<file path="src/rtl/huffman_stream_ctrl.sv">
// huffman_stream_ctrl: job sequencer for the serial Huffman front end.
// Fetches compressed words from an upstream valid/ready source, strobes them
// into the parallel-to-serial shifter, tracks how many bits have been shifted,
// forwards and counts decoded symbols, and closes the job once the programmed
// symbol count is reached or the job is aborted.
module huffman_stream_ctrl #(
  parameter int WORD_W = 32,
  parameter int SYM_W  = 4,
  parameter int CNT_W  = 16
) (
  input  logic              clk,
  input  logic              rst,
  input  logic              start,
  input  logic              abort,
  input  logic [CNT_W-1:0]  sym_target,
  input  logic [WORD_W-1:0] word_in,
  input  logic              word_valid,
  output logic              word_ready,
  output logic [WORD_W-1:0] pts_data,
  output logic              pts_load,
  input  logic              pts_bit_valid,
  input  logic [SYM_W-1:0]  dec_sym,
  input  logic              dec_sym_valid,
  output logic [SYM_W-1:0]  sym_out,
  output logic              sym_out_valid,
  output logic              busy,
  output logic              done,
  output logic [CNT_W-1:0]  sym_cnt
);

  localparam int BIT_W = $clog2(WORD_W + 1);
  localparam logic [BIT_W-1:0] LAST_BIT = BIT_W'(WORD_W - 1);

  typedef enum logic [1:0] {
    ST_IDLE  = 2'd0,
    ST_FETCH = 2'd1,
    ST_SHIFT = 2'd2,
    ST_FIN   = 2'd3
  } state_t;

  state_t             state_r, state_s;
  logic [BIT_W-1:0]   bit_cnt_r, bit_cnt_s;
  logic [CNT_W-1:0]   target_r, target_s;
  logic [WORD_W-1:0]  pts_data_s;
  logic               pts_load_s;
  logic [SYM_W-1:0]   sym_out_s;
  logic               sym_out_valid_s;
  logic               busy_s;
  logic               done_s;
  logic [CNT_W-1:0]   sym_cnt_s;
  logic               sym_take_s;
  logic               sym_last_s;

  // The only combinational output: the controller is ready exactly while fetching.
  assign word_ready = (state_r == ST_FETCH);

  // Next-state and next-output logic; symbol forwarding is shared by FETCH and SHIFT.
  always_comb begin
    state_s         = state_r;
    bit_cnt_s       = bit_cnt_r;
    target_s        = target_r;
    pts_data_s      = pts_data;
    pts_load_s      = 1'b0;
    sym_out_s       = sym_out;
    sym_out_valid_s = 1'b0;
    busy_s          = busy;
    done_s          = 1'b0;
    sym_cnt_s       = sym_cnt;

    // Symbols only count while a job is actively fetching or shifting.
    sym_take_s = ((state_r == ST_FETCH) || (state_r == ST_SHIFT)) && dec_sym_valid;
    sym_last_s = sym_take_s && ((sym_cnt + CNT_W'(1)) == target_r);

    if (sym_take_s) begin
      sym_out_s       = dec_sym;
      sym_out_valid_s = 1'b1;
      sym_cnt_s       = sym_cnt + CNT_W'(1);
    end else begin
      sym_out_valid_s = 1'b0;
    end

    case (state_r)
      ST_IDLE: begin
        // abort outranks a simultaneous start.
        if (start && !abort) begin
          target_s  = sym_target;
          sym_cnt_s = {CNT_W{1'b0}};
          busy_s    = 1'b1;
          if (sym_target == {CNT_W{1'b0}}) begin
            state_s = ST_FIN;
          end else begin
            state_s = ST_FETCH;
          end
        end else begin
          state_s = ST_IDLE;
        end
      end
      ST_FETCH: begin
        // word_ready is high here, so a valid word is consumed even if the job ends now.
        if (word_valid) begin
          pts_data_s = word_in;
          pts_load_s = 1'b1;
          bit_cnt_s  = {BIT_W{1'b0}};
          state_s    = ST_SHIFT;
        end else begin
          state_s = ST_FETCH;
        end
        if (abort || sym_last_s) begin
          state_s = ST_FIN;
        end else begin
          bit_cnt_s = bit_cnt_s;
        end
      end
      ST_SHIFT: begin
        // Return to FETCH only after the last bit has left the shifter.
        if (pts_bit_valid) begin
          bit_cnt_s = bit_cnt_r + BIT_W'(1);
          if (bit_cnt_r == LAST_BIT) begin
            state_s = ST_FETCH;
          end else begin
            state_s = ST_SHIFT;
          end
        end else begin
          state_s = ST_SHIFT;
        end
        // Job end outranks word completion; leftover bits are ignored.
        if (abort || sym_last_s) begin
          state_s = ST_FIN;
        end else begin
          bit_cnt_s = bit_cnt_s;
        end
      end
      ST_FIN: begin
        done_s  = 1'b1;
        busy_s  = 1'b0;
        state_s = ST_IDLE;
      end
      default: begin
        state_s = ST_IDLE;
      end
    endcase
  end

  // State and output registers with synchronous active-low reset.
  always_ff @(posedge clk) begin
    if (!rst) begin
      state_r       <= ST_IDLE;
      bit_cnt_r     <= {BIT_W{1'b0}};
      target_r      <= {CNT_W{1'b0}};
      pts_data      <= {WORD_W{1'b0}};
      pts_load      <= 1'b0;
      sym_out       <= {SYM_W{1'b0}};
      sym_out_valid <= 1'b0;
      busy          <= 1'b0;
      done          <= 1'b0;
      sym_cnt       <= {CNT_W{1'b0}};
    end else begin
      state_r       <= state_s;
      bit_cnt_r     <= bit_cnt_s;
      target_r      <= target_s;
      pts_data      <= pts_data_s;
      pts_load      <= pts_load_s;
      sym_out       <= sym_out_s;
      sym_out_valid <= sym_out_valid_s;
      busy          <= busy_s;
      done          <= done_s;
      sym_cnt       <= sym_cnt_s;
    end
  end

endmodule
</file>
<file path="config.mk">
export PLATFORM = sky130hd
export DESIGN_NAME = huffman_stream_ctrl
export DESIGN_NICKNAME = d
export VERILOG_FILES = /design/src/rtl/huffman_stream_ctrl.sv
export SDC_FILE = /design/constraint.sdc
export NUM_CORES = 1
export LEC_CHECK = 0
export BUFFER_PORTS_ARGS = -buffer_cell sky130_fd_sc_hd__buf_2
export CAP_MARGIN = 5
export CELL_PAD_IN_SITES_DETAIL_PLACEMENT = 0
export CELL_PAD_IN_SITES_GLOBAL_PLACEMENT = 1
export CORE_ASPECT_RATIO = 0.5
export CORE_MARGIN = 2
export CORE_UTILIZATION = 40
export CTS_BUF_LIST = sky130_fd_sc_hd__clkbuf_16
export CTS_CLUSTER_DIAMETER = 150
export DETAILED_ROUTE_END_ITERATION = 6
export PLACE_DENSITY_LB_ADDON = 0.12
export RECOVER_POWER = 100
export SLEW_MARGIN = 20
export SYNTH_ARGS = -nofsm -noshare
export SYNTH_HDL_FRONTEND = slang
export SYNTH_SLANG_ARGS = --single-unit
export TNS_END_PERCENT = 20
</file>
<file path="constraint.sdc">
create_clock -name clk -period 4.6 [get_ports clk]
set_input_delay 0.23 -clock clk [delete_from_list [all_inputs] [get_ports clk]]
set_output_delay 0.23 -clock clk [all_outputs]
set_load 0.02 [all_outputs]
</file>
==> impl_results.md, run 1 <==
* Register area share after synthesis at 43.0%
* RSZ-0062 raised after global routing: no
* R2r setup slk at 2210 ps
* Min Tclk post-route at 2700 ps
* Layout cells sized above 1 at 14.0%
* Initial antenna violation count at 0
* Worst-margin pin slew at 1640 ps
* Via count at 3273
* TritonCTS clock tree: built
* Hold Fails Final Rpt at 0
* Vias/cell at 4.81
* Worst vdd ir at 0.202 mV
* Pwr Density at 356 nW/um^2
* Clock Pin Slew Worst Setup and Hold Paths at 60 ps
* PostCTS Resize Cnt at 0
* Initial core utilization at 42.0%
* Post-route insts no fill at 680
* Min-Delay Path Depth at 3
* Synthesis-to-layout area growth at 23.8%
* FILL cells at 935
* Clk_skew at 4.59 ps
* Layout Nets at 624
* Worst EP arrival at 2950 ps
* Die Footprint at 10100 sq um
* Port buffer count at 115
* Max cap viols at 1
* Reg-to-Reg End: pts_data[5]
* Max_slew headroom at -9.16%
* CTS max path bufs at 2
* Final worst path period share at 58.6%
* Core area at 8860 sq um
* Global-route usage over all layers at 18.3%
* ANT cells at 0
* Crit Path Max Fanout at 35
* Fmax achieved at 0.371 GHz
* DRT Wirelength at 8790 um
* CTS buffer count at 9
* Detail Placement HPWL at 6400 um
* Placer Congestion at 0.801
* Number of global-route vias before repair at 3131
* Sum Neg Setup Slack at 0 ps
* Status: finished, violations left
* DR iter-0 viols at 133
* Post-CTS setup buffer count at 0
* CP Data Required Time at 4850 ps
* I/O Pins at 116
* Number of distinct library cells after synthesis at 37
* Min-Delay Endpoint: pts_data[1]
* Count of final setup violators at 0
* # DRC at 0
* Gr ovfl total at 0
* First-pass GRT wire length at 14800 um
* Syn avg cell area at 8.15 sq um
* H-tree depth at 3
* Hold buffers post-CTS at 0
* Synth Net Count at 523
* Hold Path Class: primary input to flop
* Critical Path Sink Type: flop
* CTS root buf: clkbuf_16
* Tot Pwr at 0.00164 W
* Clock Latency Late Sink at 340 ps
* Average routed wire per standard cell at 12.9 um
* Worst Min Path Start: word_in[1]
* Lkg Pwr at 1.68 nW
* Rows at 24
* Setup CP Type: primary input to flop
* Post-Syn Area at 3720 sq um
* Failing checks: max-capacitance violations, max-slew violations
* Min Hold Slack at 138 ps
* Placed instance count at 664
* Synthesized flop and latch total at 80
* Die height at 72.2 um
* Post-synth EDFFs at 0
* # clock sinks at 80
* FF-to-FF Start: state_r[1]
* Prevailing post-synth register cell: dfxtp_1
* Post-place setup slack at 2290 ps
* Largest net degree at the start of global routing at 36
* Cells after synthesis at 457
* FF-to-FF path depth at 5
* Fin. max-slew vios at 33
* Async set-reset flop share out of synthesis at 0%
* Number of nets still failing antenna checks after routing at 0
* Synth warnings at 0
* Fin worst setup slack at 1900 ps
* DR pass1 iterations at 4
* Die Wd at 140 um
* Startpoint Class: primary input
==> cell usage in the layout, fill, tap and decap left out, types with 3 or more instances in the layout <==
| cell type | Yosys | final |
|---|---|---|
| nand2_1 | 127 | 127 |
| dfxtp_1 | 80 | 80 |
| clkbuf_1 | 20 | 59 |
| buf_2 | 4 | 57 |
| a21boi_0 | 53 | 53 |
| nor2_1 | 34 | 34 |
| xnor2_1 | 22 | 22 |
| xor2_1 | 18 | 18 |
| o21ai_0 | 11 | 11 |
| clkbuf_16 | 0 | 9 |
| nand3_1 | 8 | 8 |
| nor4_1 | 8 | 8 |
| inv_1 | 5 | 7 |
| nor3_1 | 7 | 7 |
| ha_1 | 7 | 7 |
| and3_1 | 5 | 5 |
| nand4_1 | 5 | 5 |
| a21oi_1 | 5 | 5 |
| nor2b_1 | 4 | 4 |
| and2_1 | 6 | 4 |
| nand2b_1 | 3 | 3 |
| a31oi_1 | 3 | 3 |
| bufinv_16 | 0 | 3 |
==> logic make-up (layout without fill, tap and decap cells) <==
| logic type | after synthesis | after routing | synth area share, % |
|---|---|---|---|
| XOR/XNOR | 40 | 40 | 9.41 |
| buffers and inverters | 32 | 138 | 3.53 |
| AND/OR/NAND/NOR | 219 | 219 | 26.6 |
| flip-flops | 80 | 80 | 43.0 |
| multiplexers | 2 | 2 | 0.538 |
| adder cells (fa/ha/maj) | 7 | 7 | 2.35 |
| AO/OA/AOI/OAI | 77 | 77 | 14.5 |
==> synthesized netlist by cell type (5+ instances only) <==
cell	count	area [sq um]
a21boi_0	53	398
a21oi_1	5	25.0
and2_1	6	37.5
and3_1	5	31.3
clkbuf_1	20	75.1
dfxtp_1	80	1600
ha_1	7	87.6
inv_1	5	18.8
nand2_1	127	477
nand3_1	8	40.0
nand4_1	5	31.3
nor2_1	34	128
nor3_1	7	35.0
nor4_1	8	50.1
o21ai_0	11	55.1
xnor2_1	22	193
xor2_1	18	158
==> stage by stage <==
stage	utilization, %	instance area, sq um
2_1_floorplan	-	3720
3_3_place_gp	49.1	4350
3_5_place_dp	49.1	4350
4_1_cts	52.9	4680
5_1_grt	52.0	4610
6_report	52.0	4610
==> power breakdown <==
group	internal (W)	total, W	leakage, nW	switching, W
clock	0.000526	0.000808	0.164	0.000282
combinational	0.0000470	0.000112	0.868	0.0000649
sequential	0.000709	0.000720	0.648	0.0000108
==> flip-flops by register name, indices dropped and copies added (netlist names) <==
signal,flops
target_r,16
done,1
sym_cnt,16
busy,1
state_r,2
sym_out,4
pts_data,32
pts_load,1
sym_out_valid,1
bit_cnt_r,6
==> critical path, stage by stage <==
cell and delay [ps]:
clkbuf_1 700, clkbuf_1 1010, nand2_1 700, a21oi_1 280
==> final cells by class <==
| class | count | area (sq um) | share of cell area, % |
|---|---|---|---|
| Clock inverter | 7 | 113 | 2.44 |
| Multi-Input combinational cell | 345 | 1990 | 43.2 |
| Sequential cell | 80 | 1600 | 34.8 |
| Inverter | 5 | 18.8 | 0.407 |
| Clock buffer | 9 | 225 | 4.89 |
| Timing Repair Buffer | 117 | 514 | 11.2 |
| Tap cell | 117 | 146 | 3.18 |
==> metal layers <==
metal | share of wire (%) | routed length [um] | global-route usage (%) | up-vias
li1 | - | - | - | 1717
met1 | 48 | 4210 | 23.0 | 1474
met2 | 44 | 3830 | 29.5 | 71
met3 | 7.1 | 626 | 7.39 | 11
met4 | 1.3 | 116 | 5.39 | 0
met5 | 0 | 0 | 0 | -
==> worst max-delay path by stage <==
stage                    start           to  slack [ps]  cells after the start
CTS                 sym_cnt[0]   state_r[1]        2280                      8
detailed placement  sym_cnt[0]   state_r[1]        2290                      8
global placement    sym_cnt[0]   state_r[1]        2390                      8
finish                     rst   sym_cnt[1]        1900                      4
floorplan           sym_cnt[0]   state_r[1]        2490                      8
global route               rst  sym_cnt[10]        1420                      4
(Power assumes the default switching activity.)
==> run 2: changes to the inputs <==
CORE_UTILIZATION = 37   (was 40)
clock period = 2.6 ns   (was 4.6 ns; I/O delays follow)
==> run 2 against run 1 <==
  * The run now ends clean
  * Register-to-register slack got worse by 2000 ps
  * Via count increased by 1.8%
  * Count of clock-buffer cells in the layout unchanged
  * Combinational power increased by 81%
  * Cell count increased by 4.1%
  * Largest cell class unchanged
==> impl_results.md, run 2 (synthesized netlist as in run 1, its figures left out) <==
* Status: finished, final reports clean
* Clk pwr share at 47.8%
* Startpoint Class: flop
* DRT Wirelength at 9160 um
* I/O Pins at 116
* Average routed wire per standard cell at 12.9 um
* Via count at 3331
* Initial core utilization at 38.8%
* Max reg flops at 32
* Number of nets still failing antenna checks after routing at 0
* Register area at 1600 sq um
* CTS max path bufs at 2
* Setup CP Type: flop to flop
* Core area at 9600 sq um
* Number of global-route vias before repair at 3172
* Dpl cell area at 4440 sq um
* Layout cells sized above 1 at 15.7%
* # clock sinks at 80
* Top reg by flops: pts_data
* Worst EP arrival at 2620 ps
* Fin area at 4680 sq um
* TritonCTS clock tree: built
* Area of the multi-input gates at 1990 sq um
* Hold Fails Final Rpt at 0
* Critical Path Sink Type: flop
* Layout Nets at 634
* RSZ-0062 raised after global routing: no
* Sum Neg Setup Slack at 0 ps
* Fin. max-slew vios at 0
* Net Sw Power at 0.000646 W
* CP Data Required Time at 2860 ps
* Net Sw Frac at 22.9%
* DR pass1 iterations at 4
* Clock Latency Late Sink at 340 ps
* Vias/cell at 4.70
* H-tree depth at 3
* CTS buffer count at 9
* Largest net degree at the start of global routing at 36
* Post-CTS setup buffer count at 0
* Combinational share of power at 7.2%
* Commonest cells after routing, fill and taps aside: 127 x nand2_1, 80 x dfxtp_1, 60 x clkbuf_1
* Gr ovfl total at 0
* Max_slew headroom at 13.9%
* DR iter-0 viols at 121
* Sequential share of power at 45.1%
* Final worst path period share at 90.7%
* Synthesis-to-layout area growth at 25.8%
* Initial antenna violation count at 0
* Fmax achieved at 0.424 GHz
* Rows at 25
* Clock Pin Slew Worst Setup and Hold Paths at 60 ps
* Placer Congestion at 0.813
* Hold buffers post-CTS at 0
* FILL cells at 992
* PostCTS Resize Cnt at 0
* CTS root buf: clkbuf_16
* # DRC at 0
* Crit Path Max Fanout at 6
* Die Wd at 146 um
* Commonest non-fill, non-tap cell in the layout: nand2_1
* Die height at 74.9 um
* Global-route usage over all layers at 17.3%
* Port buffer count at 115
* Lkg Pwr at 1.71 nW
* ANT cells at 0
* Count of final setup violators at 0
* Cell Int Power at 0.00218 W
* Pwr Density at 604 nW/um^2
* Die Footprint at 10900 sq um
* Hold Path Class: primary input to flop
* Worst vdd ir at 0.338 mV
* Max cap viols at 0
* First-pass GRT wire length at 15000 um
* Min Tclk post-route at 2360 ps
* Worst-margin pin slew at 1290 ps
* Largest registers: pts_data (32), sym_cnt (16), target_r (16)
* Detail Placement HPWL at 6730 um
* Clk_skew at 4.11 ps
## run 2: power by group through the flow
stage	Sequential (W)	Combinational [W]	Clock (W)
after floorplan	0.00131	0.0000985	0
after global placement	0.00130	0.000211	0
after detailed placement	0.00130	0.000210	0
after CTS	0.00127	0.000211	0.00139
after global routing	0.00128	0.000229	0.00145
final	0.00127	0.000203	0.00135
## run 2: through the flow
stage | utilization (%) | hold WS, ps | setup WS (ps) | power [W] | std cells
after global placement | 46.3 | 380 | 355 | 0.00151 | 692
after CTS | 49.6 | 24.0 | 250 | 0.00288 | 708
after global routing | 48.8 | 35.2 | 29.4 | 0.00296 | 708
after detailed placement | 46.3 | 387 | 255 | 0.00151 | 692
final | 48.8 | 39.6 | 242 | 0.00283 | 708
after floorplan | - | 275 | 492 | 0.00141 | 457
## run 2: final cells by class
class	instances	share of cell area (%)
Timing Repair Buffer	127	12.4
Tap cell	135	3.61
Clock buffer	9	4.81
Multi-Input combinational cell	345	42.5
Inverter	5	0.401
Sequential cell	80	34.2
Clock inverter	7	2.06
## run 2: worst paths after layout
check / startpoint / to / slack (ps) / cells past startpoint
hold reg to reg: pts_data[18] / pts_data[18] / 460 / 2
setup / recovery: sym_cnt[0] / state_r[1] / 240 / 8
setup reg to reg: sym_cnt[0] / state_r[1] / 240 / 8
hold / removal: word_in[8] / pts_data[8] / 40 / 3
## run 2: critical path: stages, from the launching register on
cell,delay (ps)
dfxtp_1,480
ha_1,340
nand2_1,120
or2_2,310
nor2_1,120
xor2_1,70
o311ai_0,350
a41oi_1,280
a31oi_1,210
## run 2: metal layers
layer	GRT usage (%)	wire (um)	part of all wire (%)
met5	0	0	0
met4	4.25	71	0.77
met3	7.76	741	8.1
met2	28.3	3950	43
met1	21.2	4400	48
